### src/rtl/pipeline_pkg.sv
// -----------------------------------------------------------------------------
// pipeline_pkg
//   Shared definitions for the 16-bit pipeline: datapath widths, ALU operation
//   codes, and the packed ID->EX pipeline-register layout with its bubble value.
//   Imported by the ALU, the decoder and the ID->EX operand stage.
// -----------------------------------------------------------------------------
package pipeline_pkg;

  localparam int DATA_W = 16;  // operand/result width, signed two's complement
  localparam int REG_W  = 3;   // register address width; register 0 reads zero

  // ALU operation codes. 2'b11 is reserved: carried through unchanged,
  // the ALU's behaviour for it is undefined.
  typedef enum logic [1:0] {
    ALU_OP_AND  = 2'b00,
    ALU_OP_ADD  = 2'b01,
    ALU_OP_SUB  = 2'b10,
    ALU_OP_RSVD = 2'b11
  } alu_op_e;

  // Contents of the ID->EX pipeline register.
  typedef struct packed {
    logic              valid;
    logic [REG_W-1:0]  rs1;
    logic [REG_W-1:0]  rs2;
    logic [DATA_W-1:0] rs1_data;
    logic [DATA_W-1:0] rs2_data;
    logic [DATA_W-1:0] imm;
    logic              use_imm;
    logic [REG_W-1:0]  rd;
    alu_op_e           alu_op;
    logic              reg_write;
    logic              mem_read;
    logic              mem_write;
  } ex_reg_t;

  // A bubble never writes, never triggers a hazard and never forwards: every
  // field is zero, which also makes its source registers read as R0.
  function automatic ex_reg_t ex_bubble();
    ex_reg_t b;
    b        = '0;
    b.alu_op = ALU_OP_AND;
    return b;
  endfunction

endpackage : pipeline_pkg

### src/rtl/forward_mux.sv
// -----------------------------------------------------------------------------
// forward_mux
//   Selects the value of one source operand in EX: the EX/MEM ALU result, the
//   MEM/WB writeback value, or the register-file data captured in ID.
//   Register 0 always yields zero and is never forwarded.
//
//   i_rs             source register number held in the EX register
//   i_rf_data        register-file read data captured in ID
//   i_exm_rd/_reg_write/_mem_read/_result   EX/MEM tags and ALU result
//   i_mwb_rd/_reg_write/_data               MEM/WB tags and writeback value
//   o_operand        resolved operand value
// -----------------------------------------------------------------------------
module forward_mux
  import pipeline_pkg::*;
(
  input  logic [REG_W-1:0]  i_rs,
  input  logic [DATA_W-1:0] i_rf_data,
  input  logic [REG_W-1:0]  i_exm_rd,
  input  logic              i_exm_reg_write,
  input  logic              i_exm_mem_read,
  input  logic [DATA_W-1:0] i_exm_result,
  input  logic [REG_W-1:0]  i_mwb_rd,
  input  logic              i_mwb_reg_write,
  input  logic [DATA_W-1:0] i_mwb_data,
  output logic [DATA_W-1:0] o_operand
);

  logic w_rs_zero;
  logic w_hit_exm;
  logic w_hit_mwb;

  assign w_rs_zero = (i_rs == '0);

  // A load in EX/MEM has no data yet (only its address), so it cannot forward;
  // the load-use stall guarantees it is picked up from MEM/WB a cycle later.
  assign w_hit_exm = i_exm_reg_write & ~i_exm_mem_read & (i_exm_rd == i_rs);
  assign w_hit_mwb = i_mwb_reg_write & (i_mwb_rd == i_rs);

  // The younger producer (EX/MEM) wins when both stages target the same rd.
  // MEM/WB also covers a register-file write happening in this same cycle.
  always_comb begin
    if (w_rs_zero) begin
      o_operand = '0;
    end else if (w_hit_exm) begin
      o_operand = i_exm_result;
    end else if (w_hit_mwb) begin
      o_operand = i_mwb_data;
    end else begin
      o_operand = i_rf_data;
    end
  end

endmodule : forward_mux

### src/rtl/id_ex_operand_stage.sv
// -----------------------------------------------------------------------------
// id_ex_operand_stage
//   ID->EX pipeline register and operand-delivery stage for the 16-bit ALU.
//   Captures decoded operands/control, resolves operands through EX/MEM and
//   MEM/WB forwarding, stalls ID for one cycle on a load-use hazard (loading a
//   bubble into EX) and kills the instruction entering EX on a branch flush.
//
//   clk, rst_n                 clock (rising edge), async active-low reset
//   id_*                       decoded instruction in the ID slot
//   flush                      branch taken: the instruction entering EX dies
//   exm_*                      EX/MEM destination tags and ALU result
//   mwb_*                      MEM/WB destination tags and writeback value
//   stall_id                   hold PC and IF/ID this cycle (combinational)
//   ex_valid                   EX slot holds a real instruction
//   ex_a, ex_b, ex_alu_op      straight to ALU A, B and ALUop
//   ex_store_data              forwarded rs2 for stores
//   ex_rd, ex_reg_write, ex_mem_read, ex_mem_write   registered control
// -----------------------------------------------------------------------------
module id_ex_operand_stage
  import pipeline_pkg::*;
(
  input  logic              clk,
  input  logic              rst_n,
  input  logic              id_valid,
  input  logic [REG_W-1:0]  id_rs1,
  input  logic [REG_W-1:0]  id_rs2,
  input  logic [DATA_W-1:0] id_rs1_data,
  input  logic [DATA_W-1:0] id_rs2_data,
  input  logic [DATA_W-1:0] id_imm,
  input  logic              id_use_imm,
  input  logic              id_uses_rs2,
  input  logic [REG_W-1:0]  id_rd,
  input  alu_op_e           id_alu_op,
  input  logic              id_reg_write,
  input  logic              id_mem_read,
  input  logic              id_mem_write,
  input  logic              flush,
  input  logic [REG_W-1:0]  exm_rd,
  input  logic              exm_reg_write,
  input  logic              exm_mem_read,
  input  logic [DATA_W-1:0] exm_alu_result,
  input  logic [REG_W-1:0]  mwb_rd,
  input  logic              mwb_reg_write,
  input  logic [DATA_W-1:0] mwb_data,
  output logic              stall_id,
  output logic              ex_valid,
  output logic [DATA_W-1:0] ex_a,
  output logic [DATA_W-1:0] ex_b,
  output logic [DATA_W-1:0] ex_store_data,
  output alu_op_e           ex_alu_op,
  output logic [REG_W-1:0]  ex_rd,
  output logic              ex_reg_write,
  output logic              ex_mem_read,
  output logic              ex_mem_write
);

  ex_reg_t           r_ex;
  ex_reg_t           w_ex_next;
  logic              w_load_use;
  logic [DATA_W-1:0] w_rs1_val;
  logic [DATA_W-1:0] w_rs2_val;

  // A load sitting in EX produces its data only in MEM/WB, one cycle too late
  // for a dependent instruction in ID. rs2 only counts when the instruction
  // actually reads it (ALU B or store data).
  assign w_load_use = id_valid & r_ex.valid & r_ex.mem_read & (r_ex.rd != '0) &
                      ((r_ex.rd == id_rs1) | (id_uses_rs2 & (r_ex.rd == id_rs2)));

  // Flush kills the dependent instruction anyway, so holding ID would only
  // re-present a dead instruction.
  assign stall_id = w_load_use & ~flush;

  // NOTE: assign a default to every combinational output first; a path that
  // skips the assignment would otherwise infer a latch.
  always_comb begin
    w_ex_next = ex_bubble();
    if (id_valid && !flush && !w_load_use) begin
      w_ex_next.valid     = 1'b1;
      w_ex_next.rs1       = id_rs1;
      w_ex_next.rs2       = id_rs2;
      w_ex_next.rs1_data  = id_rs1_data;
      w_ex_next.rs2_data  = id_rs2_data;
      w_ex_next.imm       = id_imm;
      w_ex_next.use_imm   = id_use_imm;
      w_ex_next.rd        = id_rd;
      w_ex_next.alu_op    = id_alu_op;
      w_ex_next.reg_write = id_reg_write;
      w_ex_next.mem_read  = id_mem_read;
      w_ex_next.mem_write = id_mem_write;
    end
  end

  // NOTE: sequential state uses non-blocking assignments so every flop samples
  // pre-edge values regardless of block ordering.
  always_ff @(posedge clk or negedge rst_n) begin
    if (!rst_n) begin
      r_ex <= ex_bubble();
    end else begin
      r_ex <= w_ex_next;
    end
  end

  // Forwarding is resolved in EX against the producers currently one and two
  // stages ahead, so the registered RF data is only a fallback.
  forward_mux u_fwd_rs1 (
    .i_rs            (r_ex.rs1),
    .i_rf_data       (r_ex.rs1_data),
    .i_exm_rd        (exm_rd),
    .i_exm_reg_write (exm_reg_write),
    .i_exm_mem_read  (exm_mem_read),
    .i_exm_result    (exm_alu_result),
    .i_mwb_rd        (mwb_rd),
    .i_mwb_reg_write (mwb_reg_write),
    .i_mwb_data      (mwb_data),
    .o_operand       (w_rs1_val)
  );

  forward_mux u_fwd_rs2 (
    .i_rs            (r_ex.rs2),
    .i_rf_data       (r_ex.rs2_data),
    .i_exm_rd        (exm_rd),
    .i_exm_reg_write (exm_reg_write),
    .i_exm_mem_read  (exm_mem_read),
    .i_exm_result    (exm_alu_result),
    .i_mwb_rd        (mwb_rd),
    .i_mwb_reg_write (mwb_reg_write),
    .i_mwb_data      (mwb_data),
    .o_operand       (w_rs2_val)
  );

  assign ex_valid      = r_ex.valid;
  assign ex_a          = w_rs1_val;
  assign ex_b          = r_ex.use_imm ? r_ex.imm : w_rs2_val;
  assign ex_store_data = w_rs2_val;
  assign ex_alu_op     = r_ex.alu_op;
  assign ex_rd         = r_ex.rd;
  assign ex_reg_write  = r_ex.reg_write;
  assign ex_mem_read   = r_ex.mem_read;
  assign ex_mem_write  = r_ex.mem_write;

endmodule : id_ex_operand_stage
### config.mk
export PLATFORM = sky130hd
export DESIGN_NAME = id_ex_operand_stage
export DESIGN_NICKNAME = d
export VERILOG_FILES = /design/src/rtl/pipeline_pkg.sv /design/src/rtl/forward_mux.sv /design/src/rtl/id_ex_operand_stage.sv
export SDC_FILE = /design/constraint.sdc
export NUM_CORES = 1
export LEC_CHECK = 0
export BUFFER_PORTS_ARGS = -buffer_cell sky130_fd_sc_hd__buf_2
export CAP_MARGIN = 10
export CORE_ASPECT_RATIO = 2
export CORE_MARGIN = 2
export CORE_UTILIZATION = 43
export CTS_BUF_LIST = sky130_fd_sc_hd__clkbuf_2 sky130_fd_sc_hd__clkbuf_4 sky130_fd_sc_hd__clkbuf_8
export CTS_CLUSTER_DIAMETER = 50
export CTS_CLUSTER_SIZE = 16
export DETAILED_ROUTE_END_ITERATION = 10
export GPL_TIMING_DRIVEN = 0
export HOLD_SLACK_MARGIN = 0.03
export PLACE_DENSITY = 0.77
export SLEW_MARGIN = 20
export SYNTH_ARGS = -nofsm -noshare
export SYNTH_HDL_FRONTEND = slang
export SYNTH_HIERARCHICAL = 1
export SYNTH_SLANG_ARGS = --single-unit
export TNS_END_PERCENT = 20
### constraint.sdc
create_clock -name clk -period 1.9 [get_ports clk]
set_input_delay 0.38 -clock clk [delete_from_list [all_inputs] [get_ports clk]]
set_output_delay 0.38 -clock clk [all_outputs]
set_load 0.02 [all_outputs]
==> out/metrics.csv <==
stage,metric,value,unit
place,hpwl,8.24,mm
synth,syn_inst,367,
sta,holdWs,128,ps
floorplan,fp.dieH,129,um
synth,synth-compound-area-share,0.0963,
clock_tree,cts_tree,yes,
synth,synthTopCellsByArea,"dfrtp_1 (47%), mux2i_1 (9.5%), nand2_1 (7.0%)",
pwr,p_total,3.59,mW
synth,synth_nets,476,
place,gp_congestion,0.896,
clock_tree,numCtsBuffers,9,
sta,setup_viol,49,
outcome,outcome,"finished, violations left",
synth,ys_types,17,
route,drtIter0Drc,136,
place,post-place-ws,-562,ps
sta,maxSlewHeadroom,0.469,
sta,fin_ws,-567,ps
synth,synth_flop_cell,dfrtp_1,
global_routing,grt_pass1_wl,16.2,mm
floorplan,initial_core_util,0.445,
sta,max_freq,405,MHz
synth,synth-simple-area-share,0.176,
global_routing,overflow,0,
worst_setup_path,worst-endpoint-arrival,2090,ps
outcome,violations,negative setup slack,
clock_tree,clock_path_buffers,2,
worst_setup_path,critPathRequiredTime,1520,ps
synth,synth_top_family_by_area,simple AND/OR/NAND/NOR gates,
sta,min_period,2470,ps
synth,yosysTopAreaCell,dfrtp_1,
route,drt_pass1_iterations,4,
place,place_inst,627,
route,via_per_inst,5.10,
worst_setup_path,critPathLaunchType,flip-flop,
worst_setup_path,reg2reg_setup_slack,400,ps
route,vias,3306,
synth,synth_mux_area_frac,0.148,
floorplan,io-pin-count,167,
route,wl,10.8,mm
synth,syn_area_per_cell,9.21,um^2
route,ant_nets,0,
synth,yosysMostFrequentCell,dfrtp_1,
global_routing,grt_antenna_before_repair,0,
floorplan,dieWidth,66.7,um
route,drcViolationCount,0,
sta,tns,-19660,ps
sta,hold_viol,0,
sta,rsz0062_at_grt,yes,
synth,ys_warn_count,6,
floorplan,core_area,0.00760,mm^2
layout,drive_gt1_frac,0.496,
place,io_buffers,166,
synth,ys_top_cells_by_count,"dfrtp_1 (64), nand2_1 (63), nor2_1 (63)",
worst_setup_path,reg2reg_depth,6,
global_routing,grt_pass1_vias,3440,
layout,finish.net_count,658,
worst_setup_path,r2r_end,r_ex[52],
synth,syn-cell-area,0.00338,mm^2
global_routing,grt_max_degree,65,
sta,worst_pin_slew,796,ps
clock_tree,cts_hold_buf,0,
pwr,total_leakage_power,2.75,nW
synth,ys_async_sr_fraction,1.00,
worst_setup_path,cp_max_fo,10,
floorplan,die-area,0.00863,mm^2
synth,ys_ff_latch,64,
route,wl_per_cell,16.7,um
worst_setup_path,cp-end-kind,output pin,
synth,synth-xor-area-share,0.0466,
floorplan,num_rows,45,
sta,post-route-period-util,1.30,
clock_tree,clkSinkCount,64,
pwr,powerDensity,705,mW/mm^2
worst_setup_path,crit_chain,"xnor2_2, nand4_4, buf_12, mux2i_2, a21oi_2, mux2_4, buf_2",
hold_path,hold_path_class,input port to asynchronous set/reset pin,
layout,diodes,0,
sta,clock_skew,3.83,ps
synth,yosysTopAreaCellShare,0.474,
worst_setup_path,crit_type,flip-flop to output pin,
global_routing,grt_util_all_layers,0.258,
sta,slew_viol_final,0,
worst_setup_path,max_stage_delay,430,ps
worst_setup_path,cpMaxStageDelayCell,dfrtp_1,
synth,synth_seq_area_share,0.474,
flow_run,drv_cap,0,
clock_tree,cts.clk_slew.worst_paths,70,ps
worst_setup_path,r2r-start,ex_rd[1],
clock_tree,cts-root-buf,clkbuf_8,
synth,synth_fa_ha_area_frac,0,
synth,synth_edf_count,0,
layout,syn_to_final_growth,50.5,%
clock_tree,htree_levels,3,
layout,instances_no_fill,648,
clock_tree,insertion_delay,340,ps
pwr,ir_worst_vdd,0.505,mV
==> cell families after synthesis <==
| family | count (synthesis) |
|---|---|
| xor gates and xnor gates | 18 |
| and+or+nand+nor | 141 |
| muxes | 48 |
| AOI/OAI and AO/OA | 65 |
| DFF | 64 |
| buffers and inverters | 31 |
==> flip-flops by register name (all words and copies together), names as in the netlist <==
register,flops
ex_alu_op,2
ex_mem_read,1
ex_mem_write,1
r_ex,55
ex_reg_write,1
ex_valid,1
ex_rd,3
==> report_power, final <==
group          total [mW]  internal [mW]  leakage, nW  switching [mW]
registers            1.44           1.41        0.859          0.0267
logic               0.691          0.307         1.76           0.384
clock network        1.45          0.941        0.126           0.514
total                3.59           2.66         2.75           0.924
==> stage by stage <==
step / utilization / area, um^2
3_5_place_dp: 0.586 / 4460
2_1_floorplan: - / 3510
6_report: 0.669 / 5090
4_1_cts: 0.650 / 4940
5_1_grt: 0.669 / 5090
3_3_place_gp: 0.586 / 4450
==> area by class of cell <==
cell class	count	area [um^2]
flip-flops and latches	64	1600
multi-input cells	272	1890
clock inverters	5	103
repair buffers	171	963
clock buffers	11	151
plain buffers	31	262
well taps	94	118
fillers	637	2510
==> how the worst max path moves through the flow <==
stage,from,slack (ps),endpoint,cells past startpoint
2_1_floorplan,r_ex[59],-100,ex_b[10],6
3_3_place_gp,exm_rd[1],-490,ex_b[11],8
3_5_place_dp,exm_rd[1],-560,ex_b[12],8
4_1_cts,r_ex[57],-570,ex_b[3],7
5_1_grt,r_ex[58],-640,ex_b[4],7
6_report,r_ex[58],-570,ex_b[4],7
==> routing by layer <==
metal	share of wire	GRT usage
met3	0.062	0.0530
met1	0.33	0.245
met2	0.57	0.501
met5	0	0
met4	0.030	0.126
==> worst max-delay path: cells and delay by family, from the launching register on <==
family / cells / cell delay (ps)
AO/OA/AOI/OAI: 1 / 100
XOR/XNOR: 1 / 210
buffers and inverters: 2 / 360
flip-flops: 1 / 430
multiplexers: 2 / 500
AND/OR/NAND/NOR: 1 / 170
==> placed cells by master (no fill, tap or decap), types with 2 or more instances in the layout <==
cell type / instances
buf_4: 23
xnor2_1: 11
o21ai_4: 3
mux2i_4: 3
dfrtp_1: 63
nor2b_1: 5
a21oi_4: 3
nand4_4: 2
a21oi_2: 14
a21oi_1: 16
clkbuf_1: 8
mux2i_2: 5
clkbuf_4: 3
buf_2: 146
nor2_1: 63
clkbuf_8: 12
xnor2_2: 7
o21ai_2: 10
mux2_4: 10
bufinv_16: 3
nand4_1: 4
o21ai_1: 3
buf_8: 2
or3_1: 2
nand2_1: 63
buf_12: 2
mux2i_1: 24
mux2_2: 6
o21ai_0: 16
buf_6: 16
==> timing repair <==
item / in CTS / in global routing
pin swaps: 14 / 7
endpoints found under the setup margin: 49 / 49
buffers inserted: 5 / 0
resized for setup: 58 / 46
Power figures use the tool's default switching activity.
